==> config.mk <==
export PLATFORM = sky130hd
export DESIGN_NAME = fifo_reader
export DESIGN_NICKNAME = d
export VERILOG_FILES = /design/src/rtl/fifo_reader_pkg.sv /design/src/rtl/fifo_reader_output_stage.sv /design/src/rtl/fifo_reader.sv
export SDC_FILE = /design/constraint.sdc
export NUM_CORES = 1
export LEC_CHECK = 0
export BUFFER_PORTS_ARGS = -buffer_cell sky130_fd_sc_hd__buf_2
export CAP_MARGIN = 20
export CORE_MARGIN = 3
export CORE_UTILIZATION = 45
export CTS_CLUSTER_SIZE = 8
export DETAILED_ROUTE_END_ITERATION = 16
export PLACE_DENSITY = 0.72
export SYNTH_ARGS = -nofsm -noshare
export SYNTH_HDL_FRONTEND = slang
export SYNTH_HIERARCHICAL = 1
export SYNTH_SLANG_ARGS = --single-unit
==> constraint.sdc <==
create_clock -name clock -period 3.97 [get_ports clock]
set_input_delay 0.1985 -clock clock [delete_from_list [all_inputs] [get_ports clock]]
set_output_delay 0.1985 -clock clock [all_outputs]
set_load 0.1 [all_outputs]
==> src/rtl/fifo_reader_pkg.sv <==
// fifo_reader_pkg: state encoding shared by the FIFO read-side drainer.
// Used by fifo_reader (FSM) and fifo_reader_output_stage.
package fifo_reader_pkg;

  localparam int STATE_WIDTH = 2;

  typedef enum logic [STATE_WIDTH-1:0] {
    IDLE,
    TRANSFER,
    FLUSH,
    COMPLETE
  } state_e;

endpackage

==> src/rtl/fifo_reader_output_stage.sv <==
// fifo_reader_output_stage: valid/ready register carrying {last, data}.
// FIFO_READER_SKID_EN selects a 2-entry skid buffer with registered space.
module fifo_reader_output_stage
  import fifo_reader_pkg::*;
#(
  parameter int W = 9
) (
  input  logic         clock,
  input  logic         reset,
  input  logic         push_i,
  input  logic [W-1:0] push_data_i,
  output logic         space_o,
  output logic         drained_o,
  output logic         valid_o,
  input  logic         ready_i,
  output logic [W-1:0] data_o
);

`ifdef FIFO_READER_SKID_EN
  logic [W-1:0] head_q, head_d;
  logic [W-1:0] tail_q, tail_d;
  logic [1:0]   cnt_q, cnt_d;
  logic         full_q, full_d;
  logic         take;

  always_comb begin
    take   = (cnt_q != 2'd0) && ready_i;
    head_d = head_q;
    tail_d = tail_q;
    cnt_d  = cnt_q;
    case ({push_i, take})
      2'b10: begin
        if (cnt_q == 2'd0) head_d = push_data_i;
        else tail_d = push_data_i;
        cnt_d = cnt_q + 2'd1;
      end
      2'b01: begin
        head_d = tail_q;
        cnt_d  = cnt_q - 2'd1;
      end
      2'b11: begin
        if (cnt_q == 2'd1) begin
          head_d = push_data_i;
        end else begin
          head_d = tail_q;
          tail_d = push_data_i;
        end
      end
      default: ;
    endcase
    full_d = (cnt_d == 2'd2);
  end

  always_ff @(posedge clock) begin
    if (reset) begin
      head_q <= '0;
      tail_q <= '0;
      cnt_q  <= 2'd0;
      full_q <= 1'b0;
    end else begin
      head_q <= head_d;
      tail_q <= tail_d;
      cnt_q  <= cnt_d;
      full_q <= full_d;
    end
  end

  // Space comes only from a flop: no path from ready_i to the FIFO pop.
  assign space_o   = !full_q;
  assign valid_o   = (cnt_q != 2'd0);
  assign data_o    = head_q;
  assign drained_o = !push_i &&
    ((cnt_q == 2'd0) || ((cnt_q == 2'd1) && ready_i));
`else
  logic         valid_q, valid_d;
  logic [W-1:0] data_q, data_d;

  always_comb begin
    valid_d = valid_q;
    data_d  = data_q;
    if (push_i) begin
      valid_d = 1'b1;
      data_d  = push_data_i;
    end else if (ready_i) begin
      valid_d = 1'b0;
    end
  end

  always_ff @(posedge clock) begin
    if (reset) begin
      valid_q <= 1'b0;
      data_q  <= '0;
    end else begin
      valid_q <= valid_d;
      data_q  <= data_d;
    end
  end

  assign space_o   = !valid_q || ready_i;
  assign valid_o   = valid_q;
  assign data_o    = data_q;
  assign drained_o = !push_i && (!valid_q || ready_i);
`endif

endmodule

==> src/rtl/fifo_reader.sv <==
// fifo_reader: drains a commanded word count from a FIFO onto a stream.
// FIFO_READER_SKID_EN swaps the output register for a skid buffer.
module fifo_reader
  import fifo_reader_pkg::*;
#(
  parameter int WIDTH        = 8,
  parameter int LENGTH_WIDTH = 8
) (
  input  logic                    clock,
  input  logic                    reset,
  input  logic                    fifo_empty,
  output logic                    fifo_read_enable,
  input  logic [WIDTH-1:0]        fifo_read_data,
  input  logic                    start,
  input  logic [LENGTH_WIDTH-1:0] length,
  output logic                    busy,
  output logic                    done,
  output logic                    out_valid,
  input  logic                    out_ready,
  output logic [WIDTH-1:0]        out_data,
  output logic                    out_last
);

  state_e                  state_q, state_d;
  logic [LENGTH_WIDTH-1:0] rem_q, rem_d;
  logic                    space;
  logic                    drained;
  logic                    pop;
  logic                    last;
  logic [WIDTH:0]          stage_data;

  assign last = (rem_q == LENGTH_WIDTH'(1));
  assign pop  = (state_q == TRANSFER) && !fifo_empty &&
                (rem_q != '0) && space;

  assign fifo_read_enable = pop;
  assign busy             = (state_q != IDLE);
  assign done             = (state_q == COMPLETE);
  assign out_last         = stage_data[WIDTH];
  assign out_data         = stage_data[WIDTH-1:0];

  always_comb begin
    state_d = state_q;
    rem_d   = rem_q;
    if (pop) rem_d = rem_q - LENGTH_WIDTH'(1);
    case (state_q)
      IDLE: begin
        if (start) begin
          rem_d = length;
          // Empty command passes through FLUSH so done lands two cycles out.
          state_d = (length != '0) ? TRANSFER : FLUSH;
        end
      end
      TRANSFER: if (pop && last) state_d = FLUSH;
      FLUSH:    if (drained) state_d = COMPLETE;
      COMPLETE: state_d = IDLE;
      default:  state_d = IDLE;
    endcase
  end

  always_ff @(posedge clock) begin
    if (reset) begin
      state_q <= IDLE;
      rem_q   <= '0;
    end else begin
      state_q <= state_d;
      rem_q   <= rem_d;
    end
  end

  fifo_reader_output_stage #(
    .W (WIDTH + 1)
  ) u_out (
    .clock       (clock),
    .reset       (reset),
    .push_i      (pop),
    .push_data_i ({last, fifo_read_data}),
    .space_o     (space),
    .drained_o   (drained),
    .valid_o     (out_valid),
    .ready_i     (out_ready),
    .data_o      (stage_data)
  );

endmodule

==> results of run 1 <==
[final timing paths]
path / end / slack, ps / depth (start not counted)
max: fifo_read_enable / 1760 / 6
min: u_out/data_o[4] / 120 / 3
max reg2reg: state_q[0] / 1910 / 10
min reg2reg: u_out/data_o[4] / 510 / 2
[placed cells by master (no fill, tap or decap), drive strengths merged, types with 4 or more instances in the layout]
cell / synthesis / routed
inv: 10 / 10
a311oi: 4 / 4
a21oi: 5 / 5
nor3: 4 / 4
ha: 7 / 7
mux2i: 10 / 10
dfxtp: 20 / 20
buf: 1 / 34
nand2: 4 / 4
a211oi: 5 / 5
nor2: 20 / 20
[logic make-up after synthesis]
kind of cell | Yosys count
mux | 11
compound gates | 22
simple gates | 43
fa+ha+maj | 7
xor+xnor | 2
flops | 20
buf+inv | 14
[where the power goes]
| group | leakage, µW | internal [µW] | total (µW) | switching (µW) |
|---|---|---|---|---|
| Combinational | 0.000376 | 135 | 449 | 314 |
| Sequential | 0.000164 | 241 | 286 | 45.0 |
| Clock | 0.0000279 | 102 | 169 | 67.0 |
| Total | 0.000568 | 478 | 904 | 426 |
[per-stage QoR]
step                area [µm²]  utilization (%)  power (µW)  hold slack, ps
floorplan                 1090                -         657             346
global placement          1280             56.9         727             434
detailed placement        1280             56.9         737             446
CTS                       1340             59.2         909             119
global route              1340             59.2         962             114
finish                    1340             59.2         904             125
[flip-flops by register name (all words and copies together) (netlist names)]
signal         cells
rem_q              8
state_q            2
u_out/data_o       9
u_out/valid_o      1
[routing by layer]
| metal | GRT usage (%) | up-vias | part of all wire [%] |
|---|---|---|---|
| met5 | 0 | - | 0 |
| met4 | 7.29 | 0 | 2.0 |
| met3 | 3.04 | 5 | 5.7 |
| met2 | 26.7 | 28 | 45 |
| met1 | 21.8 | 450 | 47 |
| li1 | - | 493 | - |
[layout make-up]
cell class / count / area [µm²]
fillers: 206 / 920
multi-input cells: 85 / 637
flip-flops and latches: 20 / 400
repair buffers: 34 / 173
inverters: 10 / 37.5
well taps: 28 / 35.0
clock inverters: 1 / 30.0
clock buffers: 3 / 22.5
[critical path, delay by kind of cell, from the launching register on]
family	cells	cell delay, ps
buf+inv	3	840
flops	1	350
fa+ha+maj	1	200
compound gates	1	160
simple gates	1	140
==> impl_metrics.env, run 1 <==
export IMPL_power_density_nw_per_um2=677
export IMPL_ir_worst_vdd_v=0.000473
export IMPL_crit_type="reg2out"
export IMPL_cp_end_kind="primary output"
export IMPL_synth_compound_area_share_pct=14.4
export IMPL_synthAdderAreaFrac_pct=8.02
export IMPL_cts_hold_buffers=0
export IMPL_worstSetupStartpoint="state_q[1]"
export IMPL_synth_area_um2=1090
export IMPL_setup_ws_ps=1760
export IMPL_syn_to_final_growth_pct=22.2
export IMPL_synth_fp_nets=147
export IMPL_fmax_ghz=0.453
export IMPL_yosysUniqueCellTypes=37
export IMPL_synth_top_area_share_pct=36.7
export IMPL_ys_flop_type="dfxtp_1"
export IMPL_drv_cap=0
export IMPL_ys_seq_elements=20
export IMPL_final_max_slew_viol_count=0
export IMPL_worstMarginPinSlew_ps=483
export IMPL_synth_top_cells_by_count="20 x dfxtp_1, 20 x nor2_1, 10 x inv_1, 10 x mux2i_1, 7 x ha_1"
export IMPL_ioPinCount=34
export IMPL_dp_cells=177
export IMPL_cpPeakStageDelay_ps=470
export IMPL_postSynthCellCount=119
export IMPL_slew_headroom_pct=67.7
export IMPL_dp_slack_ps=1940
export IMPL_track_usage_pct=16.7
export IMPL_initial_core_util_pct=48.4
export IMPL_place_gp_congestion=0.763
export IMPL_status="finished clean"
export IMPL_synth_xor_area_share_pct=1.60
export IMPL_grt_ovfl_total=0
export IMPL_drt_iter0_markers=10
export IMPL_critical_path_required_ps=3770
export IMPL_crit_slowest_cell="buf_2"
export IMPL_yosysTopAreaCell="dfxtp_1"
export IMPL_fin_crit_sh_pct=55.7
export IMPL_ant_nets=0
export IMPL_synth_top_family_by_area="simple AND/OR/NAND/NOR gates"
export IMPL_r2r_start="state_q[1]"
export IMPL_worstHoldStart="fifo_read_data[4]"
export IMPL_grt_antenna_before_repair=0
export IMPL_synth_avg_cell_area_um2=9.18
export IMPL_core_area_um2=2250
export IMPL_drcViolationCount=0
export IMPL_cp_start_kind="flip-flop"
export IMPL_muxShareOfSynthArea_pct=10.2
export IMPL_worstSkewPairLatency_ps=310
export IMPL_vias=976
export IMPL_clkSinkCount=20
export IMPL_drt_total_wl_um=2420
export IMPL_drive_above_1_share_pct=29.4
export IMPL_die_w_um=55.3
export IMPL_hold_violations=0
export IMPL_cts_tree="built"
export IMPL_nets=182
export IMPL_seq_area_frac_synth_pct=36.7
export IMPL_ys_top_cells_by_area="dfxtp_1 37%, mux2i_1 9.2%, ha_1 8.0%"
export IMPL_fp_row_count=17
export IMPL_dp_hpwl_um=1840
export IMPL_fin_crit_ps=2210
export IMPL_grt_max_degree=23
export IMPL_worstPathArrival_ps=2010
export IMPL_diodes=0
export IMPL_synthArstFlopShare_pct=0
export IMPL_clk_pin_slew_ps=120
export IMPL_synth_edf_count=0
export IMPL_stdcell_count=181
export IMPL_p_leak_uw=0.000568
export IMPL_cts_root_buf="clkbuf_4"
export IMPL_postCtsSetupRepairBufs=0
export IMPL_synthSimpleGateAreaFrac_pct=23.5
export IMPL_cts_buffers=3
export IMPL_cts_max_level=1
export IMPL_grt_pass1_vias=940
export IMPL_viasPerCell=5.39
export IMPL_portBuffers=33
export IMPL_tns_ps=0
export IMPL_rsz0062_at_grt="no"
export IMPL_synth_warnings=6
export IMPL_die_area_um2=3050
export IMPL_setup_violations=0
export IMPL_hp_class="in2reg"
export IMPL_path_cells="inv_1 -> ha_1 -> nand3b_1 -> a31oi_2 -> buf_4 -> buf_2"
export IMPL_crit_fanout=14
export IMPL_clockBufferDepth=2
export IMPL_clock_skew_ps=6.39
export IMPL_die_h_um=55.3
export IMPL_grt_pass1_wl_um=4170
export IMPL_post_drt_wl_per_cell_um=13.4
export IMPL_drt_first_pass_iters=4
export IMPL_cts_repair_resized=0
Note: power is estimated with default switching activity, not from simulation.
==> run 2: changes to the inputs <==
--- a/config.mk
+++ b/config.mk
@@ -11,7 +11,7 @@
 export CORE_UTILIZATION = 45
 export CTS_CLUSTER_SIZE = 8
 export DETAILED_ROUTE_END_ITERATION = 16
-export PLACE_DENSITY = 0.72
+export PLACE_DENSITY = 0.74
 export SYNTH_ARGS = -nofsm -noshare
 export SYNTH_HDL_FRONTEND = slang
 export SYNTH_HIERARCHICAL = 1
==> constraint.sdc (replaced) <==
create_clock -name clock -period 2 [get_ports clock]
set_input_delay 0.1 -clock clock [delete_from_list [all_inputs] [get_ports clock]]
set_output_delay 0.1 -clock clock [all_outputs]
set_load 0.1 [all_outputs]
==> run 2 against run 1 <==
Effect of this change: cell count rose by 0.55%; critical path depth did not move; first-iteration DRC count rose by 90%; die area did not move; combinational power rose by 110%; highest routed layer unchanged; critical path type is now reg2reg; core utilization rose by 2.6 points; worst hold slack got worse by 100 ps; register-to-register slack got worse by 1800 ps; sequential share of layout area fell by 1.0 points; power rose by 110%; worst setup slack got worse by 1700 ps; flip-flop and latch count did not move.
==> impl_metrics.env, run 2 (same netlist as run 1, synthesis figures left out) <==
export IMPL_status="finished clean"
export IMPL_p_leak_uw=0.000584
export IMPL_grt_antenna_before_repair=0
export IMPL_initial_core_util_pct=48.4
export IMPL_grt_ovfl_total=0
export IMPL_viasPerCell=5.53
export IMPL_grt_pass1_vias=860
export IMPL_vias=1007
export IMPL_die_w_um=55.3
export IMPL_post_route_util_pct=61.8
export IMPL_largest_reg_flops=9
export IMPL_setup_violations=0
export IMPL_ioPinCount=34
export IMPL_worstSkewPairLatency_ps=310
export IMPL_cts_max_level=1
export IMPL_cts_hold_buffers=0
export IMPL_cts_tree="built"
export IMPL_cp_end_kind="flip-flop"
export IMPL_drt_total_wl_um=2390
export IMPL_layout_common_cells="32 x buf_2, 20 x nor2_1, 19 x dfxtp_1, 10 x mux2i_1, 8 x inv_1"
export IMPL_cts_root_buf="clkbuf_4"
export IMPL_crit_slowest_cell="or4_4"
export IMPL_cp_start_kind="flip-flop"
export IMPL_dp_hpwl_um=1800
export IMPL_die_h_um=55.3
export IMPL_critical_path_required_ps=2230
export IMPL_slew_headroom_pct=67.8
export IMPL_portBuffers=33
export IMPL_fill_cells=213
export IMPL_fp_row_count=17
export IMPL_drv_cap=0
export IMPL_clk_pin_slew_ps=120
export IMPL_place_gp_congestion=0.832
export IMPL_path_delay_family="simple AND/OR/NAND/NOR gates"
export IMPL_fmax_ghz=0.519
export IMPL_power_uw=1860
export IMPL_hold_violations=0
export IMPL_path_cells="inv_2 -> ha_4 -> nand3b_1 -> or4_4 -> or3_1 -> a311oi_1"
export IMPL_post_drt_wl_per_cell_um=13.1
export IMPL_clock_skew_ps=5.01
export IMPL_worstMarginPinSlew_ps=486
export IMPL_crit_fanout=5
export IMPL_diodes=0
export IMPL_track_usage_pct=15.9
export IMPL_grtUsageMet1_pct=22.8
export IMPL_rsz0062_at_grt="no"
export IMPL_hp_class="in2reg"
export IMPL_core_area_um2=2250
export IMPL_fin_crit_sh_pct=96.3
export IMPL_grt_max_degree=23
export IMPL_drive_above_1_share_pct=33.1
export IMPL_nets=183
export IMPL_holdWs_ps=24.4
export IMPL_drt_first_pass_iters=4
export IMPL_grt_busiest_layer="met2"
export IMPL_drt_iter0_markers=19
export IMPL_syn_to_final_growth_pct=27.6
export IMPL_power_density_nw_per_um2=1330
export IMPL_met3_usage_pct=2.34
export IMPL_ir_worst_vdd_v=0.000932
export IMPL_worstPathArrival_ps=2150
export IMPL_clockBufferDepth=2
export IMPL_cpPeakStageDelay_ps=480
export IMPL_final_max_slew_viol_count=0
export IMPL_clkSinkCount=20
export IMPL_final_common_cell="buf_2"
export IMPL_grt_util_met2_pct=24.0
export IMPL_grt_pass1_wl_um=3960
export IMPL_drcViolationCount=0
export IMPL_die_area_um2=3050
export IMPL_crit_type="reg2reg"
export IMPL_cts_buffers=3
export IMPL_fin_crit_ps=1930
export IMPL_ant_nets=0
export IMPL_critPathBufInv=1
[run 2: cell count changes in the layout (fill, tap and decap cells not counted), sizes merged]
cell / previous run / this run
buf: 34 / 35
[run 2: per-layer routing]
metal  share of wire, %  up-vias
li1                   -      498
met1                 46      469
met2                 46       38
met3                7.2        2
met4               0.59        0
met5                  0        -
[run 2: timing repair]
action | 4_1_cts | 5_1_grt
gates resized for setup | 0 | 1
setup buffers | 0 | 0
endpoints found under the setup margin | 0 | 1
[run 2: cell type report]
class	instances	area [µm²]	share of cell area (%)
clock buffer	3	22.5	1.62
sequential	20	404	29.0
tap	28	35.0	2.51
multi-input combinational	85	666	47.8
clock inverter	1	30.0	2.15
timing repair buffer	35	199	14.3
inverter	10	37.5	2.69
[run 2: worst paths after layout]
| path | from | to | slack, ps | depth (start not counted) |
|---|---|---|---|---|
| max | state_q[1] | rem_q[5] | 70 | 6 |
| min | fifo_read_data[0] | u_out/data_o[0] | 20 | 3 |
| max reg2reg | state_q[1] | rem_q[5] | 70 | 6 |
| min reg2reg | u_out/data_o[6] | u_out/data_o[6] | 500 | 2 |
[run 2: metrics by stage]
step                      TNS [ps]  setup WS, ps  std cells  instance area (µm²)
after floorplan               -691          -388        119                 1130
after global placement           0           176        178                 1340
after detailed placement         0           136        178                 1340
after CTS                        0          59.8        182                 1390
after global routing             0          8.00        182                 1390
final                            0          73.1        182                 1390
[run 2: tightest hold or removal path: cells and delay by family]
kind	cells	cell delay, ps
multiplexers	1	50
buffers and inverters	1	70
AND/OR/NAND/NOR	1	70
[run 2: power breakdown]
group	total [µW]	switching [µW]	leakage, µW	internal (µW)
sequential	575	96.0	0.000165	479
clock	337	134	0.0000279	202
combinational	947	642	0.000391	305
total	1860	872	0.000584	986
==> run 3: changes to the inputs <==
--- a/config.mk
+++ b/config.mk
@@ -11,7 +11,7 @@
 export CORE_UTILIZATION = 45
 export CTS_CLUSTER_SIZE = 8
 export DETAILED_ROUTE_END_ITERATION = 16
-export PLACE_DENSITY = 0.74
+export PLACE_DENSITY = 0.72
 export SYNTH_ARGS = -nofsm -noshare
 export SYNTH_HDL_FRONTEND = slang
 export SYNTH_HIERARCHICAL = 1
==> constraint.sdc (replaced) <==
create_clock -name clock -period 1.85 [get_ports clock]
set_input_delay 0.0925 -clock clock [delete_from_list [all_inputs] [get_ports clock]]
set_output_delay 0.0925 -clock clock [all_outputs]
set_load 0.1 [all_outputs]
==> run 3 against run 2 <==
Effect of this change: sequential power up 5.9%; highest routed layer unchanged; critical path type unchanged; register-to-register slack got worse by 60 ps; worst hold slack improved by 2.2 ps; cell area up 6.0%; fmax up 5.2%; first-iteration DRC count is 37% higher; worst setup slack got worse by 55 ps; die area stayed put.
==> impl_metrics.env, run 3 (same netlist as run 1, synthesis figures left out) <==
export IMPL_status="finished clean"
export IMPL_power_density_nw_per_um2=1410
export IMPL_fin_area_um2=1480
export IMPL_fmax_ghz=0.546
export IMPL_drt_first_pass_iters=4
export IMPL_place_area_um2=1380
export IMPL_worstPathArrival_ps=2060
export IMPL_diodes=0
export IMPL_ir_worst_vdd_v=0.00130
export IMPL_nets=189
export IMPL_reg2reg_setup_slack_ps=20
export IMPL_cts_root_buf="clkbuf_4"
export IMPL_largest_reg_flops=9
export IMPL_vias=1017
export IMPL_slew_headroom_pct=67.3
export IMPL_post_drt_wl_per_cell_um=14.8
export IMPL_final_max_slew_viol_count=0
export IMPL_cp_start_kind="flip-flop"
export IMPL_worstMarginPinSlew_ps=493
export IMPL_grt_max_degree=23
export IMPL_worstSkewPairLatency_ps=300
export IMPL_grt_ovfl_total=0
export IMPL_fill_cells=204
export IMPL_syn_to_final_growth_pct=35.3
export IMPL_ioPinCount=34
export IMPL_crit_type="reg2reg"
export IMPL_clockBufferDepth=2
export IMPL_portBuffers=33
export IMPL_core_area_um2=2250
export IMPL_grt_pass1_vias=1004
export IMPL_r2r_start="state_q[1]"
export IMPL_place_gp_congestion=0.843
export IMPL_rsz0062_at_grt="yes"
export IMPL_p_leak_uw=0.000621
export IMPL_die_area_um2=3050
export IMPL_drt_iter0_markers=26
export IMPL_clock_skew_ps=7.19
export IMPL_cts_hold_buffers=0
export IMPL_register_area_um2=407
export IMPL_grt_antenna_before_repair=0
export IMPL_worstSetupStartpoint="state_q[1]"
export IMPL_postCtsSetupRepairBufs=0
export IMPL_drcViolationCount=0
export IMPL_dp_hpwl_um=2130
export IMPL_cts_max_level=1
export IMPL_multi_input_area_um2=696
export IMPL_track_usage_pct=18.3
export IMPL_rr_worst_depth=6
export IMPL_fp_row_count=17
export IMPL_setup_violations=0
export IMPL_cp_end_kind="flip-flop"
export IMPL_initial_core_util_pct=48.4
export IMPL_drive_above_1_share_pct=39.4
export IMPL_drv_cap=0
export IMPL_fin_crit_ps=1830
export IMPL_cts_buffers=3
export IMPL_critical_path_required_ps=2080
export IMPL_crit_path_end="rem_q[5]"
export IMPL_layout_common_cells="32 x buf_2, 20 x nor2_1, 17 x dfxtp_1, 10 x mux2i_1, 8 x inv_1"
export IMPL_drt_total_wl_um=2780
export IMPL_cts_tree="built"
export IMPL_final_common_cell="buf_2"
export IMPL_tns_ps=0
export IMPL_clkSinkCount=20
export IMPL_viasPerCell=5.41
export IMPL_die_w_um=55.3
export IMPL_fin_crit_sh_pct=99.0
export IMPL_die_h_um=55.3
export IMPL_grt_pass1_wl_um=4560
export IMPL_ant_nets=0
export IMPL_clk_pin_slew_ps=120
export IMPL_crit_fanout=5
export IMPL_hold_violations=0
export IMPL_hp_class="in2reg"
export IMPL_post_route_util_pct=65.5
export IMPL_r2r_end="rem_q[5]"
## run 3: how the worst min path moves through the flow
stage	startpoint	to	slack, ps	depth (start not counted)
after global routing	fifo_read_data[3]	u_out/data_o[3]	20	3
after detailed placement	fifo_read_data[4]	u_out/data_o[4]	340	3
after CTS	fifo_read_data[4]	u_out/data_o[4]	9	3
after floorplan	fifo_read_data[0]	u_out/data_o[0]	240	2
after global placement	fifo_read_data[4]	u_out/data_o[4]	330	3
final	fifo_read_data[4]	u_out/data_o[4]	30	3
## run 3: metal layers
| layer | part of all wire, % | global-route usage [%] |
|---|---|---|
| met1 | 41 | 22.9 |
| met2 | 52 | 31.9 |
| met3 | 4.9 | 2.34 |
| met4 | 1.7 | 6.25 |
| met5 | 0 | 0 |
## run 3: metrics by stage
step / total power [µW] / cells / hold WS (ps) / setup WS (ps)
after CTS: 2030 / 188 / 9.14 / 1.93
after detailed placement: 1710 / 184 / 336 / 18.4
final: 2080 / 188 / 26.6 / 17.9
after global routing: 2210 / 188 / 23.7 / -63.5
after floorplan: 1450 / 119 / 240 / -538
after global placement: 1680 / 184 / 327 / 69.1
## run 3: layout make-up
type | count | area share [%]
multi-input cells | 85 | 47.1
inverters | 10 | 2.71
repair buffers | 41 | 17.1
well taps | 28 | 2.37
clock buffers | 4 | 3.22
flip-flops and latches | 20 | 27.5
## run 3: report_power, final
group          internal [µW]  leakage, µW  switching, µW
clock                    165    0.0000261            140
combinational            408     0.000429            758
sequential               520     0.000165           88.6
## run 3: repair_timing
| action | CTS | global route |
|---|---|---|
| gates resized for setup | 3 | 8 |
| pin swaps | 0 | 3 |
| setup endpoints to repair | 3 | 8 |
## run 3: critical path: stages (launching register included)
cell and delay, ps:
dfxtp_2 370, inv_4 80, ha_4 130, nand3b_1 90, or4_4 480, or3_1 360
a311oi_1 250
